[src/rtl/alu_pkg.sv]
// Types, constants and the CRC3 helper shared by the sin stimulus side and the sout receive side.
package alu_pkg;

  localparam int unsigned FRAME_BITS  = 11;
  localparam int unsigned DATA_FRAMES = 4;

  typedef enum logic {
    DATA = 1'b0,
    CTL  = 1'b1
  } frame_type_t;

  typedef enum logic [1:0] {
    ProtoNone      = 2'b00,
    ProtoStop      = 2'b01,
    ProtoEarlyCtl  = 2'b10,
    ProtoExtraData = 2'b11
  } proto_code_t;

  // Bit-serial CRC, polynomial x^3+x+1, init 0, message consumed MSB first.
  function automatic logic [2:0] crc3(input logic [36:0] data);
    logic [2:0] crc;
    logic       fb;
    crc = '0;
    for (int i = 36; i >= 0; i--) begin
      fb  = crc[2] ^ data[i];
      crc = {crc[1], crc[0] ^ fb, fb};
    end
    return crc;
  endfunction

endpackage

[src/rtl/alu_frame_rx.sv]
// Frame receiver: bit counter and shift register for one 11-bit sout frame after its start bit.
module alu_frame_rx
  import alu_pkg::*;
(
  input  logic        clk_i,
  input  logic        rst_i,
  input  logic        sout_i,
  input  logic        start_i,
  input  logic        shift_i,
  output logic        frame_valid_o,
  output frame_type_t frame_type_o,
  output logic [7:0]  payload_o,
  output logic        stop_ok_o
);

  localparam int unsigned CntW = $clog2(FRAME_BITS);
  localparam logic [CntW-1:0] LastBit = CntW'(FRAME_BITS - 2);

  logic [CntW-1:0] cnt_q, cnt_d;
  logic [8:0]      sr_q, sr_d;
  logic            last_bit;

  assign last_bit = (cnt_q == LastBit);

  // The stop bit is not shifted in so {type, payload} stays aligned in sr_q.
  always_comb begin
    cnt_d = cnt_q;
    sr_d  = sr_q;
    if (start_i) begin
      cnt_d = '0;
    end else if (shift_i) begin
      if (last_bit) begin
        cnt_d = '0;
      end else begin
        cnt_d = cnt_q + 1'b1;
        sr_d  = {sr_q[7:0], sout_i};
      end
    end
  end

  always_ff @(posedge clk_i or posedge rst_i) begin
    if (rst_i) begin
      cnt_q <= '0;
      sr_q  <= '0;
    end else begin
      cnt_q <= cnt_d;
      sr_q  <= sr_d;
    end
  end

  assign frame_valid_o = shift_i & last_bit;
  assign frame_type_o  = frame_type_t'(sr_q[8]);
  assign payload_o     = sr_q[7:0];
  assign stop_ok_o     = sout_i;

endmodule

[src/rtl/alu_sout_deser.sv]
// sout deserializer: frame FSM, byte assembly and result/error/protocol checks with registered outputs.
module alu_sout_deser
  import alu_pkg::*;
(
  input  logic        clk_i,
  input  logic        rst_i,
  input  logic        sout_i,
  output logic        res_valid_o,
  output logic [31:0] res_c_o,
  output logic [3:0]  res_flags_o,
  output logic        res_crc_ok_o,
  output logic        err_valid_o,
  output logic [5:0]  err_flags_o,
  output logic        err_parity_ok_o,
  output logic        err_dup_ok_o,
  output logic        proto_err_o,
  output logic [1:0]  proto_code_o
);

  typedef enum logic [1:0] {
    StIdle,
    StShift,
    StDecode
  } state_e;

  localparam int unsigned BcntW = $clog2(DATA_FRAMES + 1);
  localparam int unsigned IdxW  = $clog2(DATA_FRAMES);
  localparam logic [BcntW-1:0] FullCnt = BcntW'(DATA_FRAMES);

  state_e state_q, state_d;
  logic   rx_start, rx_shift;

  logic        frame_valid;
  frame_type_t frame_type;
  logic [7:0]  payload;
  logic        stop_ok;

  logic [BcntW-1:0]              bcnt_q, bcnt_d;
  logic [0:DATA_FRAMES-1][7:0]   shadow_q, shadow_d;
  logic [2:0]                    crc_calc;

  logic        res_valid_q, res_valid_d;
  logic [31:0] res_c_q, res_c_d;
  logic [3:0]  res_flags_q, res_flags_d;
  logic        res_crc_ok_q, res_crc_ok_d;
  logic        err_valid_q, err_valid_d;
  logic [5:0]  err_flags_q, err_flags_d;
  logic        err_parity_ok_q, err_parity_ok_d;
  logic        err_dup_ok_q, err_dup_ok_d;
  logic        proto_err_q, proto_err_d;
  proto_code_t proto_code_q, proto_code_d;

  alu_frame_rx u_frame_rx (
    .clk_i        (clk_i),
    .rst_i        (rst_i),
    .sout_i       (sout_i),
    .start_i      (rx_start),
    .shift_i      (rx_shift),
    .frame_valid_o(frame_valid),
    .frame_type_o (frame_type),
    .payload_o    (payload),
    .stop_ok_o    (stop_ok)
  );

  // A low line in StDecode is ignored; the next start bit must arrive in StIdle.
  always_comb begin
    state_d  = state_q;
    rx_start = 1'b0;
    rx_shift = 1'b0;
    unique case (state_q)
      StIdle: begin
        if (!sout_i) begin
          rx_start = 1'b1;
          state_d  = StShift;
        end
      end
      StShift: begin
        rx_shift = 1'b1;
        if (frame_valid) state_d = StDecode;
      end
      StDecode: state_d = StIdle;
      default:  state_d = StIdle;
    endcase
  end

  // Byte 0 of the shadow lands in C[31:24].
  assign crc_calc = crc3({shadow_q, 1'b0, payload[6:3]});

  // Decision is taken on the stop-bit edge so the pulses fill the StDecode cycle.
  always_comb begin
    bcnt_d          = bcnt_q;
    shadow_d        = shadow_q;
    res_valid_d     = 1'b0;
    res_c_d         = res_c_q;
    res_flags_d     = res_flags_q;
    res_crc_ok_d    = res_crc_ok_q;
    err_valid_d     = 1'b0;
    err_flags_d     = err_flags_q;
    err_parity_ok_d = err_parity_ok_q;
    err_dup_ok_d    = err_dup_ok_q;
    proto_err_d     = 1'b0;
    proto_code_d    = proto_code_q;
    if (frame_valid) begin
      if (!stop_ok) begin
        proto_err_d  = 1'b1;
        proto_code_d = ProtoStop;
        bcnt_d       = '0;
      end else if (frame_type == DATA) begin
        if (bcnt_q == FullCnt) begin
          proto_err_d  = 1'b1;
          proto_code_d = ProtoExtraData;
          bcnt_d       = '0;
        end else begin
          shadow_d[bcnt_q[IdxW-1:0]] = payload;
          bcnt_d                     = bcnt_q + 1'b1;
        end
      end else if (payload[7]) begin
        err_valid_d     = 1'b1;
        err_flags_d     = payload[6:1];
        err_parity_ok_d = (payload[0] == ^{1'b1, payload[6:1]});
        err_dup_ok_d    = (payload[6:4] == payload[3:1]);
        bcnt_d          = '0;
      end else if (bcnt_q == FullCnt) begin
        res_valid_d  = 1'b1;
        res_c_d      = shadow_q;
        res_flags_d  = payload[6:3];
        res_crc_ok_d = (payload[2:0] == crc_calc);
        bcnt_d       = '0;
      end else begin
        proto_err_d  = 1'b1;
        proto_code_d = ProtoEarlyCtl;
        bcnt_d       = '0;
      end
    end
  end

  always_ff @(posedge clk_i or posedge rst_i) begin
    if (rst_i) begin
      state_q         <= StIdle;
      bcnt_q          <= '0;
      shadow_q        <= '0;
      res_valid_q     <= 1'b0;
      res_c_q         <= '0;
      res_flags_q     <= '0;
      res_crc_ok_q    <= 1'b0;
      err_valid_q     <= 1'b0;
      err_flags_q     <= '0;
      err_parity_ok_q <= 1'b0;
      err_dup_ok_q    <= 1'b0;
      proto_err_q     <= 1'b0;
      proto_code_q    <= ProtoNone;
    end else begin
      state_q         <= state_d;
      bcnt_q          <= bcnt_d;
      shadow_q        <= shadow_d;
      res_valid_q     <= res_valid_d;
      res_c_q         <= res_c_d;
      res_flags_q     <= res_flags_d;
      res_crc_ok_q    <= res_crc_ok_d;
      err_valid_q     <= err_valid_d;
      err_flags_q     <= err_flags_d;
      err_parity_ok_q <= err_parity_ok_d;
      err_dup_ok_q    <= err_dup_ok_d;
      proto_err_q     <= proto_err_d;
      proto_code_q    <= proto_code_d;
    end
  end

  assign res_valid_o     = res_valid_q;
  assign res_c_o         = res_c_q;
  assign res_flags_o     = res_flags_q;
  assign res_crc_ok_o    = res_crc_ok_q;
  assign err_valid_o     = err_valid_q;
  assign err_flags_o     = err_flags_q;
  assign err_parity_ok_o = err_parity_ok_q;
  assign err_dup_ok_o    = err_dup_ok_q;
  assign proto_err_o     = proto_err_q;
  assign proto_code_o    = proto_code_q;

endmodule
[config.mk]
export PLATFORM = sky130hd
export DESIGN_NAME = alu_sout_deser
export DESIGN_NICKNAME = d
export VERILOG_FILES = /design/src/rtl/alu_pkg.sv /design/src/rtl/alu_frame_rx.sv /design/src/rtl/alu_sout_deser.sv
export SDC_FILE = /design/constraint.sdc
export NUM_CORES = 1
export LEC_CHECK = 0
export ABC_AREA = 1
export BUFFER_PORTS_ARGS = -buffer_cell sky130_fd_sc_hd__buf_2
export CAP_MARGIN = 20
export CORE_UTILIZATION = 52
export DETAILED_ROUTE_END_ITERATION = 8
export PLACE_DENSITY = 0.71
export REMOVE_ABC_BUFFERS = 1
export SYNTH_ARGS = -nofsm -noshare
export SYNTH_HDL_FRONTEND = slang
export SYNTH_SLANG_ARGS = --single-unit
[constraint.sdc]
create_clock -name clk_i -period 6.2 [get_ports clk_i]
set_input_delay 1.24 -clock clk_i [delete_from_list [all_inputs] [get_ports clk_i]]
set_output_delay 1.24 -clock clk_i [all_outputs]
set_load 0.02 [all_outputs]
Yosys cells after proc, flatten, opt, wreduce, memory -nomap -nowiden

Cells that the tools add are included.
W data, S select, Z words.

Register bits: 100
Latch bits: 0
Bits in writable memories: 0
Bits in read-only memories: 0
Input port bits: 3
Output and inout bits: 50
Logic and storage cells: 154
Memories: 0

Add/subtract/negate cells: 2
Multipliers: 0
Div/mod/pow operators: 0
$lt $le $gt $ge: 2
Equal/unequal tests: 11
Shift-type cells: 0
Multiplexer cells: 34
Bitwise logic cells: 77
Reductions and logical operators: 10

Operators by type and width:

| operator              | number |
|---|---|
| $xor A1 B1 Y1         | 70 |
| $bwmux W32            | 1 |
| $mux W1               | 17 |
| $demux W8 S2          | 1 |
| $mux W2               | 7 |
| $mux W4               | 3 |
| $reduce_and A4 Y1     | 3 |
| $mux W3               | 3 |
| $mux W8               | 1 |
| $reduce_xor A7 Y1     | 1 |
| $eq A3 B3 Y1          | 2 |
| $ne A3 B3 Y1 const B  | 2 |
| $not A1 Y1            | 5 |
| $reduce_and A5 Y1     | 1 |
| $add A4 B1 Y4 const B | 1 |
| $eq A4 B4 Y1 const B  | 1 |
| $ne A2 B2 Y1 const B  | 2 |
| $pmux W2 S2           | 1 |
| $add A3 B1 Y3 const B | 1 |
| $eq A3 B3 Y1 const B  | 1 |
| $ge A3 B3 Y1 const B  | 1 |
| $lt A3 B1 Y1 const B  | 1 |
| $ne A3 B1 Y1 const B  | 1 |
| $not A2 Y3            | 1 |
| 8 further kinds       | 8 |

Depth between registers and ports, before layout

Word-level depth: 36
Mapped depth: 45
Depth with buffers taken out: 44

Cells and area by module

Synthesis repeated with hierarchy kept, for this count alone.

Cells, all modules: 693
Area total of the unflattened synthesis: 5406.4 um2

Modules (own cells, without submodules):

| module         | times used | cells each | area an instance (um2) | sequential area each (um2) |
|---|---|---|---|---|
| alu_sout_deser | 1          | 625        | 4770.8                 | 2177.1 |
| alu_frame_rx   | 1          | 68         | 635.6                  | 325.3 |

Least setup slack after synthesis

Ideal clock, no wire load.

Path kind: register to register
Start point: register shadow_q[28] in the netlist's numbering
End point: register res_crc_ok_q (netlist: res_crc_ok_o)
Library setup time: 0.124 ns
Data arrival time: 3.227 ns
Required time: 6.076 ns
Slack: 2.849 ns
Cell stages (with the launch flop): 40
Path buffers: 1
Clock period less this slack: 3.351 ns
Cell sequence: dfrtp_1 > buf_4 > xnor2_1 > nand2_1 > nand2_2 > nand2_1 > nand2_1 > nand2_2 > nand2_2 > nand2_2 > nand2_2 > nand3_1 > nand2_2 > nand2_1 > nand2_1 > inv_1 > nand2_2 > nand2_2 > [... 4 more ...] > nand2_1 > nand2_2 > nand2_2 > nand2_1 > nand2_1 > nand2_2 > nand2_4 > inv_2 > nand2_1 > nand3_2 > nand2_2 > nand2_4 > nand2_2 > nand2_2 > nand2_1 > nand2_1 > nand2_1 > o21bai_2

Cells in the longest elaborated chain, start to end: 35
Elaborated cells between the ends (all ways): 67
Those cells by class: 1 x eq/ne; 66 x bitwise

Ends and longest elaborated chain:

| what                     | RTL line              | source |
|---|---|---|
| start: declaration       | alu_sout_deser.sv:39  | `logic [0:DATA_FRAMES-1][7:0] shadow_q, shadow_d;` |
| start signal: assignment | alu_sout_deser.sv:155 | `shadow_q <= shadow_d;` |
| $xor A1 B1 Y1 *          | alu_pkg.sv:25         | `fb = crc[2] ^ data[i];` |
| $xor A1 B1 Y1            | alu_pkg.sv:26         | `crc = {crc[1], crc[0] ^ fb, fb};` |
| $xor A1 B1 Y1            | alu_pkg.sv:25         |  |
| $xor A1 B1 Y1            | alu_pkg.sv:26         |  |
| $xor A1 B1 Y1            | alu_pkg.sv:25         |  |
| $xor A1 B1 Y1            | alu_pkg.sv:26         |  |
| $xor A1 B1 Y1            | alu_pkg.sv:25         |  |
| $xor A1 B1 Y1            | alu_pkg.sv:26         |  |
| [... 19 more ...]        | n/a                   |  |
| $xor A1 B1 Y1            | alu_pkg.sv:26         |  |
| $xor A1 B1 Y1            | alu_pkg.sv:25         |  |
| $xor A1 B1 Y1            | alu_pkg.sv:26         |  |
| $xor A1 B1 Y1            | alu_pkg.sv:25         |  |
| $xor A1 B1 Y1            | alu_pkg.sv:26         |  |
| $xor A1 B1 Y1            | alu_pkg.sv:25         |  |
| $xor A1 B1 Y1            | alu_pkg.sv:26         |  |
| $eq A3 B3 Y1 *           | alu_sout_deser.sv:127 | `res_crc_ok_d = (payload[2:0] == crc_calc);` |
| end signal: assignment   | alu_sout_deser.sv:159 | `res_crc_ok_q <= res_crc_ok_d;` |
| end: declaration         | alu_sout_deser.sv:45  | `logic res_crc_ok_q, res_crc_ok_d;` |

Mark *: on every way between the ends. The rest lies on a longest branch, timed or not.
A chain may end at the register's enable or synchronous reset.

Final worst setup path

Ends and elaborated chain as after synthesis.

==> metrics.md <==
| Metric | Value |
|---|---|
| Worst R2R Setup Slack | `2.24 ns` |
| Post-Synthesis Cells | `670` |
| Crit path largest cell delay | `0.48 ns` |
| Worst Hold Depth | `2` |
| Synth async-reset ratio | `100%` |
| WS Path Type | `reg -> reg` |
| DR iter-0 viols | `173` |
| Die area | `10,500 µm²` |
| Max Buffers Root-to-Sink | `2` |
| Skew-Pair Late Insertion Delay | `0.37 ns` |
| CTS tree | `built` |
| Post-cts resize count | `0` |
| Max_slew headroom | `32.9%` |
| ANT cells | `0` |
| Post-route ant nets | `0` |
| Total GRT Usage | `24.3%` |
| P&R area growth vs syn | `10.7%` |
| CTS sink count | `100` |
| # Post-CTS Setup Buffers | `0` |
| Row count | `36` |
| Post-detail-place hpwl | `8.47 mm` |
| Status | `finished clean` |
| Arr. time, crit path | `4.27 ns` |
| WL/cell | `13.3 µm` |
| Max Slew Vio Count | `0` |
| Overflow after GRT | `0` |
| Max_cap viols | `0` |
| Final setup skew | `0.0101 ns` |
| Vias in the first global route | `4,209` |
| Die Width | `102 µm` |
| H-tree levels | `3` |
| Crit. path cell count | `37` |
| TritonRoute pass-1 iters | `4` |
| Vias | `4,411` |
| Hold_buf cts | `0` |
| Distinct cells, synth | `26` |
| # IOs | `53` |
| Worst Hold Class | `reg -> reg` |
| Crit path top cell by count | `nand2_1` |
| Placer Congestion | `0.872` |
| Total Wirelength | `11.4 mm` |
| # port buffers | `52` |
| Top delay family on crit path | `simple AND/OR/NAND/NOR gates` |
| Synthesized flop and latch total | `100` |
| Layout cells sized above 1 | `20.4%` |
| Mapped cell area | `5240 µm²` |
| Fmax | `253 MHz` |
| R2r worst-path depth | `37` |
| Initial Util | `53.6%` |
| Clock-pin slew on the worst setup and hold paths | `0.09 ns` |
| Slowest cell on crit path | `dfrtp_1` |
| Reg2reg start | `shadow_q[28]$_DFFE_PP0P_` |
| Crit path max fanout | `6` |
| Total negative slack | `0 ns` |
| Crit path time final | `3.96 ns` |
| First-pass GRT wire length | `19.5 mm` |
| Pin count of the biggest net entering global routing | `73` |
| Worst Tran Pin Value | `0.997 ns` |
| Drc violations | `0` |
| CP Capture Type | `flip-flop` |
| Final setup vio count | `0` |
| Post-synth EDFFs | `0` |
| Hold EP | `res_c_o[10]$_DFFE_PP0P_` |
| Syn avg cell area | `7.82 µm²` |
| Hold WS | `0.485 ns` |
| Vias per std cell | `5.14` |
| CTS Root Cell | `clkbuf_8` |
| Post-synthesis sequential area ratio | `47.7%` |
| Crit start category | `flip-flop` |
| CORE AREA | `9770 µm²` |
| Reg2Reg Capture Point | `res_crc_ok_o$_DFFE_PP0P_` |
| Initial antenna violation count | `0` |
| RSZ-0062 raised after global routing | `no` |
| Hold Startpoint | `res_c_o[10]$_DFFE_PP0P_` |
| Fin. Hold Viols | `0` |
| WP buf/inv | `3` |
| Critical Path RT | `6.51 ns` |
| Final Cycle Share | `63.9%` |
| Die height | `102 µm` |
| Synth Flop Type | `dfrtp_1` |
| CTS buffer count | `9` |
| Synth warnings | `0` |
| NumNets Final | `729` |
how the worst max path moves through the flow:
stage	from	end	slack [ns]
after global routing	shadow_q[28]$_DFFE_PP0P_	res_crc_ok_o$_DFFE_PP0P_	1.72
after CTS	shadow_q[28]$_DFFE_PP0P_	res_crc_ok_o$_DFFE_PP0P_	2.27
after detailed placement	sout_i	res_flags_o[2]$_DFFE_PP0P_	2.12
after global placement	sout_i	res_c_o[17]$_DFFE_PP0P_	2.25
after floorplan	rst_i	bcnt_q[0]$_DFFE_PP0P_	2.34
final	shadow_q[28]$_DFFE_PP0P_	res_crc_ok_o$_DFFE_PP0P_	2.24
kinds of logic (layout without fill, tap and decap cells):
group / count (synthesis) / count (layout) / synth area share [%]
and+or+nand+nor: 355 / 355 / 31.2
AOI/OAI and AO/OA: 94 / 94 / 9.28
DFF: 100 / 100 / 47.7
xor gates and xnor gates: 20 / 20 / 3.34
muxes: 1 / 1 / 0.191
adders and majority gates: 6 / 6 / 1.43
buffers and inverters: 94 / 149 / 6.80
worst register-to-register path: cells and delay by family (launching register included):
kind / cells / cell delay (ns)
buf+inv: 3 / 0.16
xor+xnor: 1 / 0.25
compound gates: 1 / 0.10
flops: 1 / 0.48
simple gates: 32 / 2.92
cells in the final DEF (no fill, tap or decap), types with 2 or more instances in the layout:
| cell | n |
|---|---|
| a21oi_1 | 2 |
| clkinv_2 | 3 |
| o21ai_0 | 87 |
| nor2_2 | 2 |
| clkbuf_8 | 10 |
| nand2_4 | 4 |
| ha_1 | 6 |
| nand3_2 | 10 |
| nand2_1 | 215 |
| inv_2 | 10 |
| nor2_1 | 16 |
| nand3b_1 | 3 |
| xnor2_1 | 9 |
| nand2_2 | 49 |
| clkinv_4 | 2 |
| xor2_1 | 11 |
| nor4_1 | 2 |
| nor3_1 | 2 |
| o22ai_1 | 2 |
| clkinv_1 | 2 |
| inv_1 | 65 |
| dfrtp_1 | 100 |
| nand3_1 | 52 |
| buf_4 | 2 |
| buf_2 | 52 |
state kept, by name, indices dropped and copies added (netlist names):
register          count
res_valid_o           1
shadow_q             32
u_frame_rx.cnt_q      4
bcnt_q                3
err_dup_ok_o          1
res_flags_o           4
res_c_o              32
proto_err_o           1
err_valid_o           1
state_q               2
proto_code_o          2
err_parity_ok_o       1
err_flags_o           6
res_crc_ok_o          1
u_frame_rx.sr_q       9
cell usage after synthesis (2+ instances only):
| library cell | count | area, µm² |
|---|---|---|
| nand2_1 | 215 | 807 |
| dfrtp_1 | 100 | 2500 |
| o21ai_0 | 87 | 435 |
| inv_1 | 66 | 248 |
| nand3_1 | 52 | 260 |
| nand2_2 | 49 | 307 |
| nor2_1 | 16 | 60.1 |
| clkbuf_1 | 15 | 56.3 |
| xor2_1 | 11 | 96.3 |
| inv_2 | 10 | 37.5 |
| nand3_2 | 10 | 100 |
| xnor2_1 | 9 | 78.8 |
| ha_1 | 6 | 75.1 |
| nand2_4 | 4 | 45.0 |
| nand3b_1 | 3 | 22.5 |
| a21oi_1 | 2 | 10.0 |
| clkinv_1 | 2 | 7.51 |
| nor2_2 | 2 | 12.5 |
| nor3_1 | 2 | 10.0 |
| nor4_1 | 2 | 12.5 |
| o22ai_1 | 2 | 12.5 |
metrics by stage:
step,setup slack [ns],instance area [µm²],util (%),instances
after floorplan,2.34,5180,-,654
after global placement,2.25,5620,57.5,841
after detailed placement,2.12,5620,57.5,841
after CTS,2.27,5800,59.3,857
after global routing,1.72,5810,59.4,858
final,2.24,5810,59.4,858
per-layer routing:
| layer | part of all wire [%] | vias up | track usage (%) |
|---|---|---|---|
| li1 | - | 2220 | - |
| met2 | 48 | 94 | 38.8 |
| met1 | 47 | 2077 | 32.3 |
| met5 | 0 | - | 0 |
| met4 | 2.1 | 0 | 12.6 |
| met3 | 3.0 | 20 | 3.28 |
cell type report:
cell class | instances | area [µm²]
timing repair buffer | 55 | 280
sequential | 100 | 2500
inverter | 78 | 295
multi-input combinational | 476 | 2380
tap | 133 | 166
fill | 914 | 3970
clock buffer | 10 | 138
clock inverter | 6 | 40.0
Power is left out: the tool's default activity adds up to more than one toggle a clock period on the data nets, which glitch-free logic cannot reach.
